$ cat src/rtl/daq_link_rx_deframer.sv
// DAQ link receive deframer: locks onto a clean 8b/10b word stream, strips
// SOF/EOF framing, packs 16-bit lanes into 64-bit event words and emits them
// one word late so the final word can be flagged as the trailer.
module daq_link_rx_deframer #(
    parameter int          LOCK_COUNT      = 64,
    parameter logic [15:0] MAX_EVENT_WORDS = 16'd4096
) (
    input  logic        usr_clk,
    input  logic        reset,
    input  logic [15:0] rx_data,
    input  logic [1:0]  rx_charisk,
    input  logic [1:0]  rx_notintable,
    output logic [63:0] ev_data,
    output logic        ev_data_valid,
    output logic        ev_data_header,
    output logic        ev_data_trailer,
    output logic        link_up,
    output logic        frame_err,
    output logic        len_err,
    output logic [31:0] event_cnt,
    output logic [15:0] err_cnt
);

    localparam logic [15:0] K_IDLE = 16'hDCFB;
    localparam logic [15:0] K_SOF  = 16'h5CBC;
    localparam logic [15:0] K_EOF  = 16'hFDBC;
    localparam int          LOCK_W = $clog2(LOCK_COUNT + 1);

    typedef enum logic [1:0] {
        LINK_DOWN,
        IDLE,
        IN_FRAME,
        DISCARD
    } state_t;

    state_t            state_q;
    logic [LOCK_W-1:0] lockCnt_q;
    logic [1:0]        laneIdx_q;
    logic [15:0]       wordCnt_q;
    logic [47:0]       asm_q;
    logic [63:0]       holdWord_q;
    logic              holdValid_q;
    logic              holdFirst_q;

    logic [63:0]       evData_q;
    logic              evValid_q;
    logic              evHeader_q;
    logic              evTrailer_q;
    logic              linkUp_q;
    logic              frameErr_q;
    logic              lenErr_q;
    logic [31:0]       eventCnt_q;
    logic [15:0]       errCnt_q;

    logic              isIdleK;
    logic              isSof;
    logic              isEof;
    logic              isData;
    logic              isBadK;
    logic              codeErr;
    logic              wordDone;
    logic              overflow;
    logic              eofGood;
    logic              abortFrame;
    logic              frameErr_d;
    logic              lenErr_d;
    logic              errInc_d;
    logic [63:0]       newWord_d;

    // Classify the incoming character and work out this cycle's error/abort decisions
    always_comb begin
        isIdleK    = (rx_charisk == 2'b11) && (rx_data == K_IDLE);
        isSof      = (rx_charisk == 2'b11) && (rx_data == K_SOF);
        isEof      = (rx_charisk == 2'b11) && (rx_data == K_EOF);
        isData     = (rx_charisk == 2'b00);
        isBadK     = !isData && !isIdleK && !isSof && !isEof;
        codeErr    = (rx_notintable != 2'b00);
        wordDone   = (state_q == IN_FRAME) && !codeErr && isData && (laneIdx_q == 2'd3);
        overflow   = wordDone && (wordCnt_q >= MAX_EVENT_WORDS);
        eofGood    = (state_q == IN_FRAME) && !codeErr && isEof
                     && (laneIdx_q == 2'd0) && (wordCnt_q >= 16'd2);
        abortFrame = (state_q == IN_FRAME) && !codeErr
                     && ((isEof && !eofGood) || isSof || isBadK || overflow);
        frameErr_d = ((state_q == IN_FRAME) && codeErr) || abortFrame
                     || ((state_q == IDLE) && !codeErr && (isEof || isBadK));
        lenErr_d   = eofGood && (holdWord_q[55:32] != {8'd0, wordCnt_q});
        errInc_d   = codeErr || frameErr_d || lenErr_d;
        newWord_d  = {rx_data, asm_q};
    end

    // Link/frame state machine with lane packing, one-word hold stage and registered outputs
    always_ff @(posedge usr_clk) begin
        if (reset) begin
            state_q     <= LINK_DOWN;
            lockCnt_q   <= '0;
            laneIdx_q   <= 2'd0;
            wordCnt_q   <= 16'd0;
            asm_q       <= 48'd0;
            holdWord_q  <= 64'd0;
            holdValid_q <= 1'b0;
            holdFirst_q <= 1'b0;
            evData_q    <= 64'd0;
            evValid_q   <= 1'b0;
            evHeader_q  <= 1'b0;
            evTrailer_q <= 1'b0;
            linkUp_q    <= 1'b0;
            frameErr_q  <= 1'b0;
            lenErr_q    <= 1'b0;
            eventCnt_q  <= 32'd0;
            errCnt_q    <= 16'd0;
        end else begin
            evValid_q   <= 1'b0;
            evHeader_q  <= 1'b0;
            evTrailer_q <= 1'b0;
            frameErr_q  <= frameErr_d;
            lenErr_q    <= lenErr_d;
            if (errInc_d && (errCnt_q != 16'hFFFF)) begin
                errCnt_q <= errCnt_q + 16'd1;
            end

            if ((state_q != LINK_DOWN) && codeErr) begin
                // A code error anywhere after lock drops the link; any partial frame is lost.
                state_q     <= LINK_DOWN;
                linkUp_q    <= 1'b0;
                lockCnt_q   <= '0;
                holdValid_q <= 1'b0;
            end else begin
                case (state_q)
                    LINK_DOWN: begin
                        if (codeErr) begin
                            lockCnt_q <= '0;
                        end else begin
                            lockCnt_q <= lockCnt_q + LOCK_W'(1);
                            if (lockCnt_q == LOCK_W'(LOCK_COUNT - 1)) begin
                                state_q  <= IDLE;
                                linkUp_q <= 1'b1;
                            end
                        end
                    end

                    IDLE: begin
                        if (isSof) begin
                            state_q     <= IN_FRAME;
                            laneIdx_q   <= 2'd0;
                            wordCnt_q   <= 16'd0;
                            holdValid_q <= 1'b0;
                        end
                    end

                    IN_FRAME: begin
                        if (abortFrame) begin
                            // An EOF-triggered abort has already consumed the frame
                            // terminator, so there is nothing left to skip over.
                            holdValid_q <= 1'b0;
                            state_q     <= isEof ? IDLE : DISCARD;
                        end else if (eofGood) begin
                            evData_q    <= holdWord_q;
                            evValid_q   <= 1'b1;
                            evHeader_q  <= holdFirst_q;
                            evTrailer_q <= 1'b1;
                            eventCnt_q  <= eventCnt_q + 32'd1;
                            holdValid_q <= 1'b0;
                            state_q     <= IDLE;
                        end else if (isData) begin
                            if (laneIdx_q == 2'd3) begin
                                laneIdx_q   <= 2'd0;
                                wordCnt_q   <= wordCnt_q + 16'd1;
                                holdWord_q  <= newWord_d;
                                holdValid_q <= 1'b1;
                                holdFirst_q <= (wordCnt_q == 16'd0);
                                if (holdValid_q) begin
                                    evData_q   <= holdWord_q;
                                    evValid_q  <= 1'b1;
                                    evHeader_q <= holdFirst_q;
                                end
                            end else begin
                                case (laneIdx_q)
                                    2'd0:    asm_q[15:0]  <= rx_data;
                                    2'd1:    asm_q[31:16] <= rx_data;
                                    default: asm_q[47:32] <= rx_data;
                                endcase
                                laneIdx_q <= laneIdx_q + 2'd1;
                            end
                        end
                    end

                    DISCARD: begin
                        if (isSof) begin
                            state_q     <= IN_FRAME;
                            laneIdx_q   <= 2'd0;
                            wordCnt_q   <= 16'd0;
                            holdValid_q <= 1'b0;
                        end else if (isEof) begin
                            state_q <= IDLE;
                        end
                    end

                    default: begin
                        state_q <= LINK_DOWN;
                    end
                endcase
            end
        end
    end

    assign ev_data         = evData_q;
    assign ev_data_valid   = evValid_q;
    assign ev_data_header  = evHeader_q;
    assign ev_data_trailer = evTrailer_q;
    assign link_up         = linkUp_q;
    assign frame_err       = frameErr_q;
    assign len_err         = lenErr_q;
    assign event_cnt       = eventCnt_q;
    assign err_cnt         = errCnt_q;

endmodule

$ cat config.mk
export PLATFORM = sky130hd
export DESIGN_NAME = daq_link_rx_deframer
export DESIGN_NICKNAME = d
export VERILOG_FILES = /design/src/rtl/daq_link_rx_deframer.sv
export SDC_FILE = /design/constraint.sdc
export NUM_CORES = 1
export LEC_CHECK = 0
export ABC_CLOCK_PERIOD_IN_PS = 6100
export CAP_MARGIN = 10
export CORE_MARGIN = 4
export CORE_UTILIZATION = 59
export DETAILED_ROUTE_END_ITERATION = 6
export PLACE_DENSITY = 0.87
export REMOVE_ABC_BUFFERS = 1
export SYNTH_ARGS = -nofsm -noshare
export SYNTH_HDL_FRONTEND = slang
export SYNTH_SLANG_ARGS = --single-unit
export TNS_END_PERCENT = 50
$ cat constraint.sdc
create_clock -name usr_clk -period 6.1 [get_ports usr_clk]
set_clock_uncertainty 0.2 [all_clocks]
set_input_delay 0.61 -clock usr_clk [delete_from_list [all_inputs] [get_ports usr_clk]]
set_output_delay 0.61 -clock usr_clk [all_outputs]
set_load 0.02 [all_outputs]
# [After elaboration in Yosys (flattened, before gate mapping)]
# Cells that the tools add are included.
# W data, S select, Z words.
[op_classes] n_addsub=5 multipliers=0 n_div=0 order_cmp=2 eq_ne=24 n_shift=0 n_mux=41 n_bitwise=7 n_reduce_logical=60
[op_table] cell="$mux W64" count=4
[op_table] cell="$mux W16" count=5
[op_table] cell="$add A16 B1 Y16 const B" count=2
[op_table] cell="$add A32 B1 Y32 const B" count=1
[op_table] cell="$eq A16 B16 Y1 const B" count=2
[op_table] cell="$pmux W16 S2" count=1
[op_table] cell="$reduce_and A7 Y1" count=4
[op_table] cell="$mux W2" count=13
[op_table] cell="$ne A24 B16 Y1" count=1
[op_table] cell="$logic_and A1 B1 Y1" count=21
[op_table] cell="$reduce_and A6 Y1" count=3
[op_table] cell="$eq A16 B15 Y1 const B" count=1
[op_table] cell="$ge A16 B13 Y1 const B" count=1
[op_table] cell="$ge A16 B2 Y1 const B" count=1
[op_table] cell="$logic_not A16 Y1" count=1
[op_table] cell="$ne A16 B16 Y1 const B" count=1
[op_table] cell="$mux W1" count=14
[op_table] cell="$ne A2 B2 Y1 const B" count=6
[op_table] cell="$reduce_bool A2 Y1" count=6
[op_table] cell="$eq A2 B2 Y1 const B" count=4
[op_table] cell="$logic_or A1 B1 Y1" count=8
[op_table] cell="$pmux W2 S4" count=1
[op_table] cell="$reduce_and A4 Y1" count=2
[op_table] cell="$add A7 B1 Y7 const B" count=1
[op_table] cell="17 further kinds" count=35
[word_totals] reg_bits=259 latch_bits=0 mem_bits_rw=0 romBits=0 output_inout_bits=118 elab_cells=158 n_memories=0

# [Depth between registers and ports, before layout]
[logic_depth] ltp_word=17 mapped_depth=11 mapped_depth_nobuf=9

# [Worst setup path after synthesis]
# OpenSTA, ideal clock, no wires.
[synth_timing] kind="input -> register" start="in rx_data[0]" end="reg eventCnt_q[28] (netlist: event_cnt[28])" setup_ns=0.070 t_arrival_ns=2.808 slack_ns=3.022 cell_stages=7 path_buffers=0 path_cell_list="nor4b_2 -> nand4_1 -> a2111oi_4 -> nand4_4 -> or4_4 -> or3_1 -> a21oi_1"
[synth_between] elab_chain_len=13
[synth_rtl] item="from (decl)" line_no="10" text="input logic [15:0] rx_data,"
[synth_rtl] item="$eq A16 B16 Y1" line_no="74" text="isEof = (rx_charisk == 2'b11) && (rx_data == K_EOF);"
[synth_rtl] item="$logic_and A1 B1 Y1" line_no="74"
[synth_rtl] item="$logic_and A1 B1 Y1" line_no="80" text="eofGood = (state_q == IN_FRAME) && !codeErr && isEof"
[synth_rtl] item="$logic_and A1 B1 Y1 (2 in series)" line_no="81" text="&& (laneIdx_q == 2'd0) && (wordCnt_q >= 16'd2);"
[synth_rtl] item="$logic_not A1 Y1" line_no="83" text="&& ((isEof && !eofGood) || isSof || isBadK || overflow);"
[synth_rtl] item="$logic_and A1 B1 Y1" line_no="83"
[synth_rtl] item="$logic_or A1 B1 Y1 (3 in series)" line_no="83"
[synth_rtl] item="$logic_and A1 B1 Y1" line_no="83"
[synth_rtl] item="$not A1 Y1 (no source line)"
[synth_rtl] item="$reduce_and A4 Y1 (no source line) *"
[synth_rtl] item="to (signal assigned)" line_no="161" text="eventCnt_q <= eventCnt_q + 32'd1;"
[synth_rtl] item="to (decl)" line_no="52" text="logic [31:0] eventCnt_q;"
# Every way passes the cells marked *; elsewhere a longest branch is shown, timed or not.
# A chain may end at the register's enable or synchronous reset.

# [Final worst setup path]
[layout_timing] start="in rx_data[2]" end="reg evData_q[4] (netlist: ev_data[4])"
[layout_between] elab_chain_len=13
[layout_rtl] item="$eq A16 B16 Y1" line_no="74"
[layout_rtl] item="$logic_and A1 B1 Y1" line_no="74"
[layout_rtl] item="$logic_and A1 B1 Y1" line_no="80"
[layout_rtl] item="$logic_and A1 B1 Y1 (2 in series)" line_no="81"
[layout_rtl] item="$logic_not A1 Y1" line_no="83"
[layout_rtl] item="$logic_and A1 B1 Y1" line_no="83"
[layout_rtl] item="$logic_or A1 B1 Y1 (3 in series)" line_no="83"
[layout_rtl] item="$logic_and A1 B1 Y1" line_no="83"
[layout_rtl] item="$not A1 Y1 (no source line)"
[layout_rtl] item="$reduce_and A6 Y1 (no source line)"
[layout_rtl] item="to (signal assigned)" line_no="157" text="evData_q <= holdWord_q;"
[layout_rtl] item="to (signal assigned)" line_no="172" text="evData_q <= holdWord_q;"
[layout_rtl] item="to (decl)" line_no="45" text="logic [63:0] evData_q;"
# Parallel ways exist; a longest one is shown, timed or not.

==> impl_metrics.csv <==
group,metric,value,unit
timing,timing.hold.ws,0.249,ns
timing,worst_pin_slew,1.07,ns
cells_and_area,areaGrowthSynthToFinish,23.4,%
global_routing,grt_max_degree,132,
clock_tree,numCtsBuffers,26,
synthesis,synth-seq-cells,259,
timing,tns,0,ns
placed_design,dp_hpwl,15.8,mm
floorplanning,ios,140,
global_routing,gr-usage-all-layers,0.244,
synthesis,syn_area,0.0101,sq mm
synthesis,synthArstFlopShare,0,
placed_design,placed_area,0.0116,sq mm
drt,viasPerCell,5.60,
setup_path,arrival,4.20,ns
clock_tree,cts_tree,"done",
synthesis,syn_inst,1271,
cells_and_area,nets,1399,
drt,drc,0,
clock_tree,insertion_delay,0.52,ns
run_status,outcome,"complete, no violations",
clock_tree,cts_root_buffer,"clkbuf_16",
synthesis,ys_seq_area_frac,0.512,
drt,wl,24.7,mm
hold_path,worst_hold_path_type,"reg -> reg",
timing,finalHoldViolations,0,
cells_and_area,diodes,0,
global_routing,grt_pass1_vias,8204,
setup_path,required,6.33,ns
floorplanning,coreArea,0.0167,sq mm
floorplanning,die_y,139,microns
placed_design,gp_congestion,0.902,
clock_tree,post_cts_buffers,0,
drt,postRouteAntennaNets,0,
run,cap_violations,0,
clock_tree,cts_buffer_depth,3,
floorplanning,chipWidth,139,microns
drt,wire_per_inst,15.4,microns
synthesis,synth_top_cell_by_area,"dfxtp_1",
clock_tree,hold_buffers,0,
drt,num_vias,9017,
clock_tree,post_cts_resized,0,
cells_and_area,fillers,1241,
synthesis,avgSynthCellArea,7.97,sq um
timing,rsz0062_at_grt,"false",
cells_and_area,final_area,0.0125,sq mm
drt,first_pass_iters,7,
synthesis,yosysMostFrequentCell,"nand2_1",
setup_path,crit_type,"in -> reg",
synthesis,ys_top_cells_by_area,"dfxtp_1 51%, nand2_1 15%, a21oi_1 11%",
clock_tree,h-tree-depth,1,
pwr,power.leakage,0.00417,uW
synthesis,synthTopCellsByCount,"397 x nand2_1, 259 x dfxtp_1, 214 x a21oi_1",
synthesis,synth_top_area_frac,0.512,
cells_and_area,fin_util,0.748,
clock_tree,path_clk_slew,0.06,ns
setup_path,path_max_fanout,41,
setup_path,start_kind,"input pin",
floorplanning,die-area,0.0193,sq mm
timing,slew_viol_final,0,
global_routing,overflow,0,
pwr,peakVddDrop,0.000269,V
timing,max_freq,252,MHz
timing,finalCritPeriodShare,0.651,
global_routing,grt_pass1_wl,40.5,mm
cells_and_area,drive_above_1_share,0.0482,
timing,max-slew-margin-rel,0.276,
setup_path,crit_path_end_kind,"flop",
floorplanning,rows,47,
synthesis,synth_edf_count,0,
global_routing,antenna_found_initial,0,
synthesis,ys.flop_type,"dfxtp_1",
drt,drtIter0Drc,643,
floorplanning,start_util,0.606,
synthesis,yosysWarnings,0,
timing,setup_viol,0,
placed_design,port_buffers,139,
timing,finalCriticalPeriod,3.97,ns
clock_tree,clock-sinks,259,
pwr,p_per_area,278,mW/mm^2
synthesis,ys_types,46,
## critical path: stages
cell and delay, ns:
clkdlybuf4s50_1 0.64, nor4b_2 0.37, nand4_1 0.23, a2111oi_4 0.76
o2111a_2 0.93, buf_4 0.41, nand2_1 0.09, a21oi_1 0.15
## cell usage in the layout (no fill, tap or decap), drive strengths merged, types with 2 or more instances in the layout
cell type,n
nand2,397
dfxtp,259
a21oi,214
clkdlybuf4s50,138
nor2,69
xor2,37
clkbuf,35
o21ai,29
nand3,28
or3,25
xnor2,16
nor3,16
and3,13
inv,13
nand4,13
nor4,11
and2,8
ha,8
and4,7
clkinv,7
buf,6
or2,4
nand3b,4
bufinv,4
nor4b,4
nor3b,3
nor2b,3
mux2i,2
o21bai,2
a41oi,2
or4,2
## cells by family (layout without fill, tap and decap cells)
| kind of cell | after synthesis | count (layout) | synth area share |
|---|---|---|---|
| xor gates and xnor gates | 53 | 53 | 0.0458 |
| DFF | 259 | 259 | 0.512 |
| buffers and inverters | 86 | 204 | 0.0340 |
| adders and majority gates | 8 | 8 | 0.00988 |
| muxes | 2 | 2 | 0.00198 |
| AOI/OAI and AO/OA | 255 | 255 | 0.132 |
| and+or+nand+nor | 608 | 608 | 0.265 |
## metrics by stage
step	total power, uW	setup slack, ns	cells
CTS	3490	2.16	1609
global route	3570	1.95	1609
floorplan	1750	0.697	1197
finish	3480	2.13	1609
global placement	1810	1.76	1561
detailed placement	1810	1.65	1561
## registers in the layout, summed over array words and instances, names as in the netlist, 2 cells and up
register    flops
holdWord_q     64
event_cnt      32
asm_q          48
wordCnt_q      16
err_cnt        16
ev_data        64
state_q         2
laneIdx_q       2
lockCnt_q       7
## final timing paths
path                                      from     endpoint  slack [ns]  depth (start not counted)
worst min register to register  holdWord_q[10]  ev_data[10]        0.25                          2
worst max register to register      state_q[0]   ev_data[4]        2.43                          7
worst min-delay path            holdWord_q[10]  ev_data[10]        0.25                          2
worst max-delay path                rx_data[2]   ev_data[4]        2.13                          8
## final cells by class
type	instances	area, sq um	share of cell area
Clock buffer	35	766	0.0613
Clock inverter	13	171	0.0137
Inverter	12	45.0	0.00360
Multi-Input combinational cell	926	4620	0.370
Sequential cell	259	5180	0.415
Tap cell	220	275	0.0220
Timing Repair Buffer	144	1430	0.114
## where the power goes
| group | switching (uW) | leakage [uW] | total [uW] | internal, uW |
|---|---|---|---|---|
| Sequential | 2.86 | 0.00209 | 1700 | 1690 |
| Clock | 656 | 0.000467 | 1710 | 1050 |
| Combinational | 51.0 | 0.00162 | 73.5 | 22.5 |
## layer usage
| metal | vias to the layer above | global-route usage | part of all wire |
|---|---|---|---|
| met5 | - | 0 | 0 |
| met4 | 0 | 0.0644 | 0.021 |
| met3 | 48 | 0.0345 | 0.064 |
| met2 | 290 | 0.411 | 0.49 |
| met1 | 4253 | 0.332 | 0.43 |
| li1 | 4426 | - | - |
(Power assumes the default switching activity.)
